[config.mk]
export PLATFORM = sky130hd
export DESIGN_NAME = mem_port_arbiter
export DESIGN_NICKNAME = d
export VERILOG_FILES = /design/src/rtl/arb_pkg.sv /design/src/rtl/arb_pick.sv /design/src/rtl/mem_port_arbiter.sv
export SDC_FILE = /design/constraint.sdc
export NUM_CORES = 1
export LEC_CHECK = 0
export BUFFER_PORTS_ARGS = -buffer_cell sky130_fd_sc_hd__buf_2
export CAP_MARGIN = 20
export CORE_ASPECT_RATIO = 0.8
export CORE_MARGIN = 1.5
export CORE_UTILIZATION = 37
export CTS_CLUSTER_DIAMETER = 200
export DETAILED_ROUTE_END_ITERATION = 8
export GPL_TIMING_DRIVEN = 0
export HOLD_SLACK_MARGIN = 0.02
export PLACE_DENSITY_LB_ADDON = 0.05
export SYNTH_ARGS = -nofsm -noshare
export SYNTH_HDL_FRONTEND = slang
export SYNTH_SLANG_ARGS = --single-unit
export TNS_END_PERCENT = 20
[constraint.sdc]
create_clock -name clk -period 1.67 [get_ports clk]
set_clock_uncertainty 0.05 [all_clocks]
set_input_delay 0.2505 -clock clk [delete_from_list [all_inputs] [get_ports clk]]
set_output_delay 0.2505 -clock clk [all_outputs]
set_load 0.01 [all_outputs]
[src/rtl/arb_pkg.sv]
// Shared types and default limits for the IF/MEM memory port arbiter.
package arb_pkg;

  typedef enum logic [1:0] {
    IDLE,
    ISSUE,
    WAIT
  } arb_state_t;

  typedef enum logic [1:0] {
    NONE,
    OWN_IF,
    OWN_DM
  } arb_owner_t;

  localparam int unsigned MAX_DSTREAK_DEF = 4;
  localparam int unsigned TIMEOUT_DEF     = 64;

endpackage

[src/rtl/arb_pick.sv]
// Priority policy: MEM stage first, unless fetch has waited out a full
// streak of data grants.
module arb_pick (
  input  logic if_req,
  input  logic dm_req,
  input  logic streak_sat,
  output logic grant_if,
  output logic grant_dm
);

  // Data wins unless fetch is pending and the streak is exhausted.
  always_comb begin
    grant_dm = dm_req && !(if_req && streak_sat);
    grant_if = if_req && !grant_dm;
  end

endmodule

[src/rtl/mem_port_arbiter.sv]
// Single-port memory bus arbiter between fetch and load/store,
// with fetch anti-starvation and a response watchdog.
module mem_port_arbiter
  import arb_pkg::*;
#(
  parameter int unsigned AW          = 32,
  parameter int unsigned DW          = 32,
  parameter int unsigned MAX_DSTREAK = MAX_DSTREAK_DEF,
  parameter int unsigned TIMEOUT     = TIMEOUT_DEF
) (
  input  logic            clk,
  input  logic            reset,
  input  logic            if_req,
  input  logic [AW-1:0]   if_addr,
  output logic            if_rvalid,
  output logic [DW-1:0]   if_rdata,
  input  logic            dm_req,
  input  logic            dm_we,
  input  logic [DW/8-1:0] dm_be,
  input  logic [AW-1:0]   dm_addr,
  input  logic [DW-1:0]   dm_wdata,
  output logic            dm_rvalid,
  output logic [DW-1:0]   dm_rdata,
  output logic            mem_req,
  output logic            mem_we,
  output logic [DW/8-1:0] mem_be,
  output logic [AW-1:0]   mem_addr,
  output logic [DW-1:0]   mem_wdata,
  input  logic            mem_gnt,
  input  logic            mem_rvalid,
  input  logic [DW-1:0]   mem_rdata,
  output logic            stall_if,
  output logic            stall_mem,
  output logic            err_timeout,
  output logic            err_spurious
);

  localparam int SW = $clog2(MAX_DSTREAK + 1);
  localparam int WW = (TIMEOUT > 2) ? $clog2(TIMEOUT) : 1;

  arb_state_t   state;
  arb_owner_t   owner;
  logic [SW-1:0] streak;
  logic [WW-1:0] wdog;

  logic grant_if;
  logic grant_dm;
  logic streak_sat;
  logic to_hit;
  logic resp;
  logic [DW-1:0] rdata_mux;

  assign streak_sat = (streak == SW'(MAX_DSTREAK));

  arb_pick u_pick (
    .if_req     (if_req),
    .dm_req     (dm_req),
    .streak_sat (streak_sat),
    .grant_if   (grant_if),
    .grant_dm   (grant_dm)
  );

  // Response routing; a reset cycle suppresses every pulse.
  always_comb begin
    to_hit = (state == WAIT) && !mem_rvalid
             && (wdog == WW'(TIMEOUT - 1));
    resp = !reset && (state == WAIT)
           && (mem_rvalid || to_hit);
    rdata_mux = (mem_rvalid && !mem_we) ? mem_rdata : '0;
    if_rvalid = resp && (owner == OWN_IF);
    dm_rvalid = resp && (owner == OWN_DM);
    if_rdata = if_rvalid ? rdata_mux : '0;
    dm_rdata = dm_rvalid ? rdata_mux : '0;
    stall_if = if_req && !if_rvalid;
    stall_mem = dm_req && !dm_rvalid;
    err_timeout = !reset && to_hit;
    err_spurious = !reset && mem_rvalid
                   && (state != WAIT);
  end

  // FSM, field latch, streak and watchdog counters.
  always_ff @(posedge clk) begin
    if (reset) begin
      state     <= IDLE;
      owner     <= NONE;
      streak    <= '0;
      wdog      <= '0;
      mem_req   <= 1'b0;
      mem_we    <= 1'b0;
      mem_be    <= '0;
      mem_addr  <= '0;
      mem_wdata <= '0;
    end else begin
      unique case (state)
        IDLE: begin
          if (grant_dm) begin
            state     <= ISSUE;
            owner     <= OWN_DM;
            mem_req   <= 1'b1;
            mem_we    <= dm_we;
            mem_be    <= dm_be;
            mem_addr  <= dm_addr;
            mem_wdata <= dm_wdata;
            if (!if_req)
              streak <= '0;
            else if (!streak_sat)
              streak <= streak + SW'(1);
          end else if (grant_if) begin
            state     <= ISSUE;
            owner     <= OWN_IF;
            mem_req   <= 1'b1;
            mem_we    <= 1'b0;
            mem_be    <= '1;
            mem_addr  <= if_addr;
            mem_wdata <= '0;
            streak    <= '0;
          end
        end
        ISSUE: begin
          if (mem_gnt) begin
            state   <= WAIT;
            mem_req <= 1'b0;
            wdog    <= '0;
          end
        end
        WAIT: begin
          if (mem_rvalid || to_hit) begin
            state <= IDLE;
            owner <= NONE;
          end else begin
            wdog <= wdog + WW'(1);
          end
        end
        default: begin
          state <= IDLE;
          owner <= NONE;
        end
      endcase
    end
  end

endmodule

# Yosys cells after proc, flatten, opt, wreduce, memory -nomap -nowiden

Index checks and enable logic that the tools add are counted.

Register bits after elaboration: 83
Latch bits: 0
Bits in writable memories: 0
Memory bits (read-only): 0
Bits of input ports: 139
Output and inout port bits: 140
Memories: 0

$add $sub $neg: 2
Multipliers: 0
Divide/modulo/power cells: 0
Magnitude comparators: 0
Equality and inequality tests: 12
Shifts and indexed selects: 0
Muxes and demuxes: 29
Bitwise gates (word level): 1
Reduce and logical (&&, ||, !) cells: 33

Operators with widths:

| operator                                                                | count |
|---|---|
| 32-bit 2-to-1 mux                                                       | 7 |
| 1-bit logical AND                                                       | 15 |
| 3-bit AND reduction                                                     | 5 |
| 3-bit 2-to-1 mux                                                        | 4 |
| 6-bit 2-to-1 mux                                                        | 2 |
| 2-bit one-hot mux with 3 select lines                                   | 2 |
| 6-bit one-hot mux with 2 select lines                                   | 1 |
| 2-bit 2-to-1 mux                                                        | 5 |
| 4-bit 2-to-1 mux                                                        | 2 |
| 1-bit logical NOT                                                       | 7 |
| 6-bit by 1-bit adder with 6-bit output, second input constant           | 1 |
| 6-bit equality test, second input constant                              | 1 |
| 2-bit inequality test, second input constant                            | 3 |
| 3-bit inequality test, second input constant                            | 2 |
| 2-bit nonzero test                                                      | 3 |
| 1-bit 2-to-1 mux                                                        | 5 |
| 2-bit by 1-bit equality test with 1-bit output, second input constant   | 2 |
| 2-bit equality test, second input constant                              | 2 |
| 3-bit by 1-bit adder with 3-bit output, second input constant           | 1 |
| 3-bit equality test, second input constant                              | 1 |
| 2-bit logical NOT                                                       | 1 |
| 2-bit by 1-bit inequality test with 1-bit output, second input constant | 1 |
| 1-bit one-hot mux with 2 select lines                                   | 1 |
| 2-bit AND reduction                                                     | 1 |
| 2 further kinds                                                         | 2 |

# Longest topological paths before layout

Gate-level depths: netlist of run 1.

Depth after elaboration: 9
Gate-level depth with buffers: 8
Gate-level depth less buffers: 6

# Cells and area by module

A second synthesis of run 1 with hierarchy kept.

Cells, all modules: 445
Area, all modules: 3886.2 um^2

Modules (own cells, without submodules):

| module           | times used | cells each | area each (um^2) |
|---|---|---|---|
| mem_port_arbiter | 1          | 442        | 3867.5 |
| arb_pick         | 1          | 3          | 18.8 |

# Worst setup path before layout of run 1

Ideal clock, no wire load.

Path kind: register -> output
Start point: register wdog[0]
End point: output port stall_if
Arrival: 1322 ps
Required time: 1370 ps
Setup slack: 48 ps
Stages on the path, launching flop included: 6
Path buffers: 0
Cells stage by stage: dfxtp_1 ha_1 and3_1 a31oi_1 nor2b_1 nor2b_1

Word-level cells in the longest chain between the ends: 7

Ends and longest elaborated chain:

| item                   | RTL line                | source |
|---|---|---|
| start, declared        | mem_port_arbiter.sv:44  | `logic [WW-1:0] wdog;` |
| start signal, assigned | mem_port_arbiter.sv:131 | `wdog <= wdog + WW'(1);` |
| 6-bit equality test    | mem_port_arbiter.sv:66  | `&& (wdog == WW'(TIMEOUT - 1));` |
| 1-bit logical AND      | mem_port_arbiter.sv:66  |  |
| 1-bit logical OR       | mem_port_arbiter.sv:68  | `&& (mem_rvalid \|\| to_hit);` |
| 1-bit logical AND      | mem_port_arbiter.sv:68  |  |
| 1-bit logical AND      | mem_port_arbiter.sv:70  | `if_rvalid = resp && (owner == OWN_IF);` |
| net if_rvalid          | mem_port_arbiter.sv:15  | `output logic if_rvalid,` |
| 1-bit logical NOT      | mem_port_arbiter.sv:74  | `stall_if = if_req && !if_rvalid;` |
| 1-bit logical AND      | mem_port_arbiter.sv:74  |  |
| end, declared          | mem_port_arbiter.sv:32  | `output logic stall_if,` |

The timed path passes the listed nets, and every way through them passes these cells.

# Worst setup path in the final report of run 1

Start point: register state[0]
End point: output port dm_rdata[16]

Word-level cells in the longest chain between the ends: 7
Elaborated cells on any way between the ends: 8
Those cells by class: eq/ne (1); mux (1); reduce/logical (6)

Ends and longest elaborated chain:

| item                   | RTL line                                       | source |
|---|---|---|
| start, declared        | mem_port_arbiter.sv:41                         | `arb_state_t state;` |
| start signal, assigned | mem_port_arbiter.sv:84                         | `state <= IDLE;` |
| start signal, assigned | mem_port_arbiter.sv:97                         | `state <= ISSUE;` |
| start signal, assigned | mem_port_arbiter.sv:109                        | `state <= ISSUE;` |
| 2-bit equality test *  | mem_port_arbiter.sv:65, mem_port_arbiter.sv:67 |  |
| 1-bit logical AND      | mem_port_arbiter.sv:65                         | `to_hit = (state == WAIT) && !mem_rvalid` |
| 1-bit logical AND      | mem_port_arbiter.sv:66                         |  |
| 1-bit logical OR       | mem_port_arbiter.sv:68                         |  |
| 1-bit logical AND *    | mem_port_arbiter.sv:68                         |  |
| 1-bit logical AND *    | mem_port_arbiter.sv:71                         | `dm_rvalid = resp && (owner == OWN_DM);` |
| 32-bit 2-to-1 mux *    | mem_port_arbiter.sv:73                         | `dm_rdata = dm_rvalid ? rdata_mux : '0;` |
| end, declared          | mem_port_arbiter.sv:23                         | `output logic [DW-1:0] dm_rdata,` |

Mark *: on every way between the ends. The rest lies on a longest branch, timed or not.

==> results of run 1 <==
[registers in the layout, summed over array words and instances (netlist names)]
signal / cells
mem_addr: 32
mem_wdata: 32
wdog: 6
mem_be: 4
streak: 3
owner: 2
state: 2
mem_req: 1
mem_we: 1
[Yosys cell counts (all sizes together), types with 3 or more instances]
cell type | number | share of area
o22ai | 4 | 0.0064
nor2b | 7 | 0.011
nor3b | 4 | 0.0077
ha | 3 | 0.0096
o21ai | 6 | 0.0077
nor3 | 5 | 0.0077
a31oi | 5 | 0.0080
nor2 | 77 | 0.074
clkbuf | 35 | 0.034
nand3 | 37 | 0.047
inv | 4 | 0.0038
nand2 | 36 | 0.035
and3 | 65 | 0.10
dfxtp | 83 | 0.43
a21oi | 6 | 0.0077
nand3b | 6 | 0.012
a22oi | 34 | 0.065
nand2b | 4 | 0.0064
buf | 15 | 0.019
a311oi | 33 | 0.074
nand4 | 3 | 0.0048
[metal layers]
layer | vias to the layer above | track usage | wire, um
li1 | 2366 | - | -
met1 | 2216 | 0.298 | 6170
met2 | 203 | 0.398 | 7010
met3 | 13 | 0.0851 | 1200
met4 | 0 | 0.0569 | 159
met5 | - | 0 | 0
[kinds of logic (layout without fill, tap and decap cells)]
group,Yosys count,after routing,share of synthesized area
multiplexers,1,1,0.00256
adder cells (fa/ha/maj),3,3,0.00962
AND/OR/NAND/NOR,252,253,0.328
flip-flops,83,83,0.426
buffers and inverters,54,357,0.0561
AO/OA/AOI/OAI,92,92,0.178
[area by class of cell]
class                   count  area (um^2)  area share
clock inverters             5         61.3     0.00944
well taps                 140          175      0.0270
repair buffers            288         1680       0.258
multi-input cells         349         2320       0.357
inverters                   4         15.0     0.00231
flip-flops and latches     83         1670       0.257
plain buffers              49          343      0.0528
clock buffers              11          233      0.0359
[through the flow]
step / util / instance area (um^2) / power (mW) / instances
final: 0.634 / 6490 / 5.32 / 929
after global routing: 0.634 / 6490 / 5.57 / 929
after CTS: 0.598 / 6120 / 5.31 / 926
after detailed placement: 0.534 / 5470 / 3.27 / 902
after global placement: 0.534 / 5470 / 3.24 / 902
after floorplan: - / 3900 / 2.80 / 485
[what timing repair did]
item / 4_1_cts / 5_1_grt
setup buffers: 3 / 2
gates cloned: 5 / 2
pin swaps: 15 / 20
hold buffers: 0 / 0
gates resized for setup: 85 / 82
endpoints found under the setup margin: 143 / 138
[worst reg2reg max path, delay by kind of cell (launching register included)]
kind | cells | cell delay, ns
simple gates | 2 | 0.94
compound gates | 1 | 0.14
flops | 1 | 0.33
buf+inv | 1 | 0.17
[power breakdown]
part,internal (mW),leakage (nW),total [mW],switching (mW)
logic,0.492,2.46,1.11,0.618
clock network,1.17,0.144,1.98,0.807
registers,2.14,0.686,2.23,0.0864
total,3.81,3.29,5.32,1.51
[worst max-delay path by stage]
stage                     depth (start not counted)      endpoint
final                                             5  dm_rdata[16]
after global routing                              5  dm_rdata[16]
after CTS                                         6  if_rdata[18]
after detailed placement                          6  dm_rdata[17]
after global placement                            6  dm_rdata[12]
after floorplan                                   5      stall_if
==> results.yml, run 1 <==
floorplanning:
  pin_count: 279
  initial_utilization: 0.381
  die_w_um: 118
  rows: 33
  die_h_um: 94.9
  die_area_um2: 11200
  core_region_area_um2: 10200
timing:
  max_freq_mhz: 490
  hold_viol_final: 0
  setup_viol: 74
  finalCriticalPeriod_ns: 2.04
  slew_violations: 0
  setup_slack_ns: -0.370
  tightest_slew_ns: 0.549
  rsz0062_at_grt: "yes"
  fin_crit_sh: 1.22
  final.setup.tns_ns: -21.61
  max-slew-margin-rel: 0.634
  whs_ns: 0.0691
worst_hold_path:
  hold_end: "state[0]$_SDFFE_PP0P_"
  whs_path_depth: 2
  hold_class: "primary input to register"
  min_from: "mem_gnt"
layout:
  nets: 926
  antenna_cells: 0
  fill_cells: 939
  mostFrequentLayoutCell: "buf_2"
  mostFrequentLayoutCells: "259 x buf_2, 78 x dfxtp_1, 77 x nor2_1"
  drive_above_1_share: 0.501
  area_growth_pct: 66.3
setup_path:
  path_class: "register to primary output"
  r2r-start: "state[1]$_SDFFE_PP0P_"
  r2r_slack_ns: -0.04
  arrival_ns: 1.74
  cp_top_family: "simple AND/OR/NAND/NOR gates"
  critical_path.endpoint_type: "primary output"
  slowest_delay_ns: 0.36
  path_cells: "nor3b_4, and3b_4, clkbuf_16, and3_1, buf_2"
  worst-path-max-fanout: 8
  cp_num_buf_inv: 2
  r2r_end: "wdog[5]$_SDFFE_PP0P_"
  r2r.worst_path.cells: 4
  crit_start: "state[0]$_SDFFE_PP0P_"
  required_ns: 1.37
  cp_slowest_cell: "dfxtp_4"
  start_kind: "register"
logic_synthesis:
  netlist_area_um2: 3900
  synthCells: 485
  synth_fp_nets: 627
  synth.distinct_cells: 35
  yosys_warnings: 0
  synthArstFlopShare: 0
  synth_edf_count: 0
  synthFlopType: "dfxtp_1"
  syn_avg_cell_area_um2: 8.05
  yosysSeqAreaShare: 0.426
  ys_seq_elements: 83
grt:
  grt_pass1_wl_um: 21800
  overflow: 0
  antenna_found_initial: 0
  grt_max_degree: 15
  track_usage: 0.239
  first_global_vias: 4350
run:
  maxCapViolations: 0
run_status:
  violations: "setup timing"
  outcome: "complete, but fails checks"
route:
  wl_per_cell_um: 15.6
  drc: 0
  first_pass_iters: 5
  vias: 4798
  routed_wl_um: 14500
  drtAntennaViolNets: 0
  viasPerCell: 5.16
  drt_iter0_markers: 231
clock_network:
  cts_made_buffers: 9
  clk_pin_slew_ns: 0.06
  clockBufferDepth: 2
  tritoncts: "built"
  htree_num_levels: 3
  clk_latency_ns: 0.33
  root_buffer: "clkbuf_16"
  clock_sinks: 83
placed_design:
  post-dp-hpwl_um: 10500
  pre_cts_ws_ns: -0.321
  port_buffers: 277
  gp_congestion: 0.796
power:
  leakage_nw: 3.29
  p_per_area_nw_per_um2: 819
  peakVddDrop_uv: 745
(Power assumes the default switching activity.)
==> inputs of run 2 (changes only) <==
--- a/config.mk
+++ b/config.mk
@@ -7,9 +7,11 @@
 export LEC_CHECK = 0
 export BUFFER_PORTS_ARGS = -buffer_cell sky130_fd_sc_hd__buf_2
 export CAP_MARGIN = 20
+export CELL_PAD_IN_SITES_DETAIL_PLACEMENT = 0
+export CELL_PAD_IN_SITES_GLOBAL_PLACEMENT = 1
 export CORE_ASPECT_RATIO = 0.8
 export CORE_MARGIN = 1.5
-export CORE_UTILIZATION = 37
+export CORE_UTILIZATION = 25
 export CTS_CLUSTER_DIAMETER = 200
 export DETAILED_ROUTE_END_ITERATION = 8
 export GPL_TIMING_DRIVEN = 0
==> run 2 against run 1 <==
- the run still ends with setup timing left
- maximum frequency grew 4.0%
- total power grew 1.3%
- cell area grew 2.3%
- first-iteration DRC count grew 0.87%
- hold slack gained 0.013 ns
- final cell count grew 7.4%
- global-route usage shrank 5.9 points
- sequential cell count is the same
- combinational power is essentially flat
- worst setup slack gained 0.078 ns
- clock-buffer cell count shrank 2
- non-clock buffer count is the same
- largest power group unchanged
==> results.yml, run 2 (synthesis results as in run 1) <==
timing:
  finalCriticalPeriod_ns: 1.96
  slew_violations: 0
  final.setup.tns_ns: -16.97
  fin_crit_sh: 1.17
  hold_viol_final: 0
  max-slew-margin-rel: 0.578
  tightest_slew_ns: 0.633
  setup_viol: 71
  setup_slack_ns: -0.292
  max_freq_mhz: 510
  rsz0062_at_grt: "yes"
floorplanning:
  initial_utilization: 0.258
  rows: 40
  die_h_um: 115
  die_w_um: 143
  core_region_area_um2: 15100
  pin_count: 279
  die_area_um2: 16400
power:
  pwr-share-comb: 0.211
  clockPowerShare: 0.375
  internal_power_mw: 3.71
  switching_share: 0.311
  peakVddDrop_uv: 512
  p_per_area_nw_per_um2: 811
  p_seq_frac: 0.414
  leakage_nw: 3.33
  p_sw_mw: 1.68
route:
  drc: 0
  routed_wl_um: 15600
  first_pass_iters: 4
  viasPerCell: 4.80
  vias: 4787
  wl_per_cell_um: 15.7
  drtAntennaViolNets: 0
  drt_iter0_markers: 233
setup_path:
  r2r.worst_path.cells: 4
  r2r-start: "state[1]$_SDFFE_PP0P_"
  arrival_ns: 1.66
  worst-path-max-fanout: 9
  r2r_slack_ns: -0.05
  r2r_end: "wdog[5]$_SDFFE_PP0P_"
  start_kind: "register"
  path_class: "register to primary output"
  critical_path.endpoint_type: "primary output"
  required_ns: 1.37
layout:
  area_growth_pct: 70.1
  nets: 925
  final_util: 0.439
  stdcell_count: 998
  drive_above_1_share: 0.511
  top_regs: "mem_addr (32), mem_wdata (32), wdog (6)"
  mostFrequentLayoutCell: "buf_2"
  antenna_cells: 0
  mostFrequentLayoutCells: "259 x buf_2, 78 x dfxtp_1, 77 x nor2_1"
  fill_cells: 1617
placed_design:
  post-dp-hpwl_um: 11600
  port_buffers: 277
  pre_cts_ws_ns: -0.355
  gp_congestion: 0.783
  placed_cells: 972
run_status:
  outcome: "complete, but fails checks"
  violations: "setup timing"
clock_network:
  clock_sinks: 83
  cts_made_buffers: 9
  root_buffer: "clkbuf_16"
  clockBufferDepth: 2
  tritoncts: "built"
  clk_latency_ns: 0.34
  htree_num_levels: 3
  clk_pin_slew_ns: 0.07
worst_hold_path:
  hold_class: "primary input to register"
  min_from: "dm_wdata[6]"
  hold_end: "mem_wdata[6]$_SDFFE_PP0P_"
  whs_path_depth: 3
grt:
  overflow: 0
  grt_max_degree: 19
  grt_pass1_wl_um: 23000
  track_usage: 0.180
  antenna_found_initial: 0
  first_global_vias: 4364
run:
  maxCapViolations: 0
run 2: cell count changes in the layout (fill, tap and decap cells not counted), moves of 2 or more:
cell	previous run	this run
and3_1	40	45
a22oi_1	25	16
clkbuf_1	17	13
clkbuf_8	3	0
and3_4	25	20
buf_6	33	30
buf_12	0	2
a22oi_2	9	18
clkbuf_2	9	11
inv_8	0	3
clkbuf_16	11	13
run 2: repair_timing:
action	in CTS	in global routing
hold buffers	0	0
setup endpoints to repair	143	141
pin swaps	14	18
gates resized for setup	79	95
gates cloned	1	4
buffers inserted	3	3
run 2: power groups by stage:
stage               clock [mW]  combinational (mW)  sequential [mW]
floorplan                    0               0.460             2.34
detailed placement           0                1.02             2.27
CTS                       2.10                1.08             2.23
global placement             0                1.01             2.27
global route              2.17                1.26             2.25
finish                    2.02                1.14             2.23
run 2: layout make-up:
cell class | instances | area (um^2) | share of cell area
Tap cell | 210 | 263 | 0.0396
Inverter | 4 | 15.0 | 0.00226
Buffer | 49 | 353 | 0.0531
Sequential cell | 83 | 1670 | 0.252
Clock buffer | 9 | 225 | 0.0339
Timing Repair Buffer | 288 | 1710 | 0.257
Multi-Input combinational cell | 348 | 2330 | 0.351
Clock inverter | 7 | 76.3 | 0.0115
run 2: through the flow:
step           hold slack (ns)  power (mW)  area [um^2]
2_1_floorplan            0.319        2.80         3900
3_3_place_gp             0.426        3.28         5550
3_5_place_dp             0.426        3.29         5550
4_1_cts                 0.0706        5.41         6140
5_1_grt                 0.0815        5.69         6640
6_report                0.0820        5.39         6640
run 2: routing by layer:
metal	vias up	wire length (um)	global-route usage
li1	2370	-	-
met1	2242	6920	0.233
met2	163	7470	0.294
met3	12	1080	0.0529
met4	0	171	0.0474
met5	-	0	0
run 2: how the worst max path moves through the flow:
stage                      startpoint                          to  slack, ns  cells past startpoint
6_report        state[1]$_SDFFE_PP0P_                dm_rdata[26]      -0.29                      6
5_1_grt         state[1]$_SDFFE_PP0P_                dm_rdata[18]      -0.37                      6
4_1_cts         state[1]$_SDFFE_PP0P_                 dm_rdata[9]      -0.33                      6
3_5_place_dp   streak[0]$_SDFFE_PP0P_  mem_wdata[25]$_SDFFE_PP0P_      -0.36                      8
3_3_place_gp   streak[0]$_SDFFE_PP0P_  mem_wdata[25]$_SDFFE_PP0P_      -0.33                      8
2_1_floorplan    wdog[0]$_SDFFE_PP0P_                    stall_if       0.05                      5
run 2: critical path, cell delays in order, from the launching register on:
cell and delay (ns):
dfxtp_2 0.33, nor3b_2 0.15, and3b_2 0.25, buf_12 0.15
clkbuf_16 0.15, and3_1 0.16, buf_2 0.14
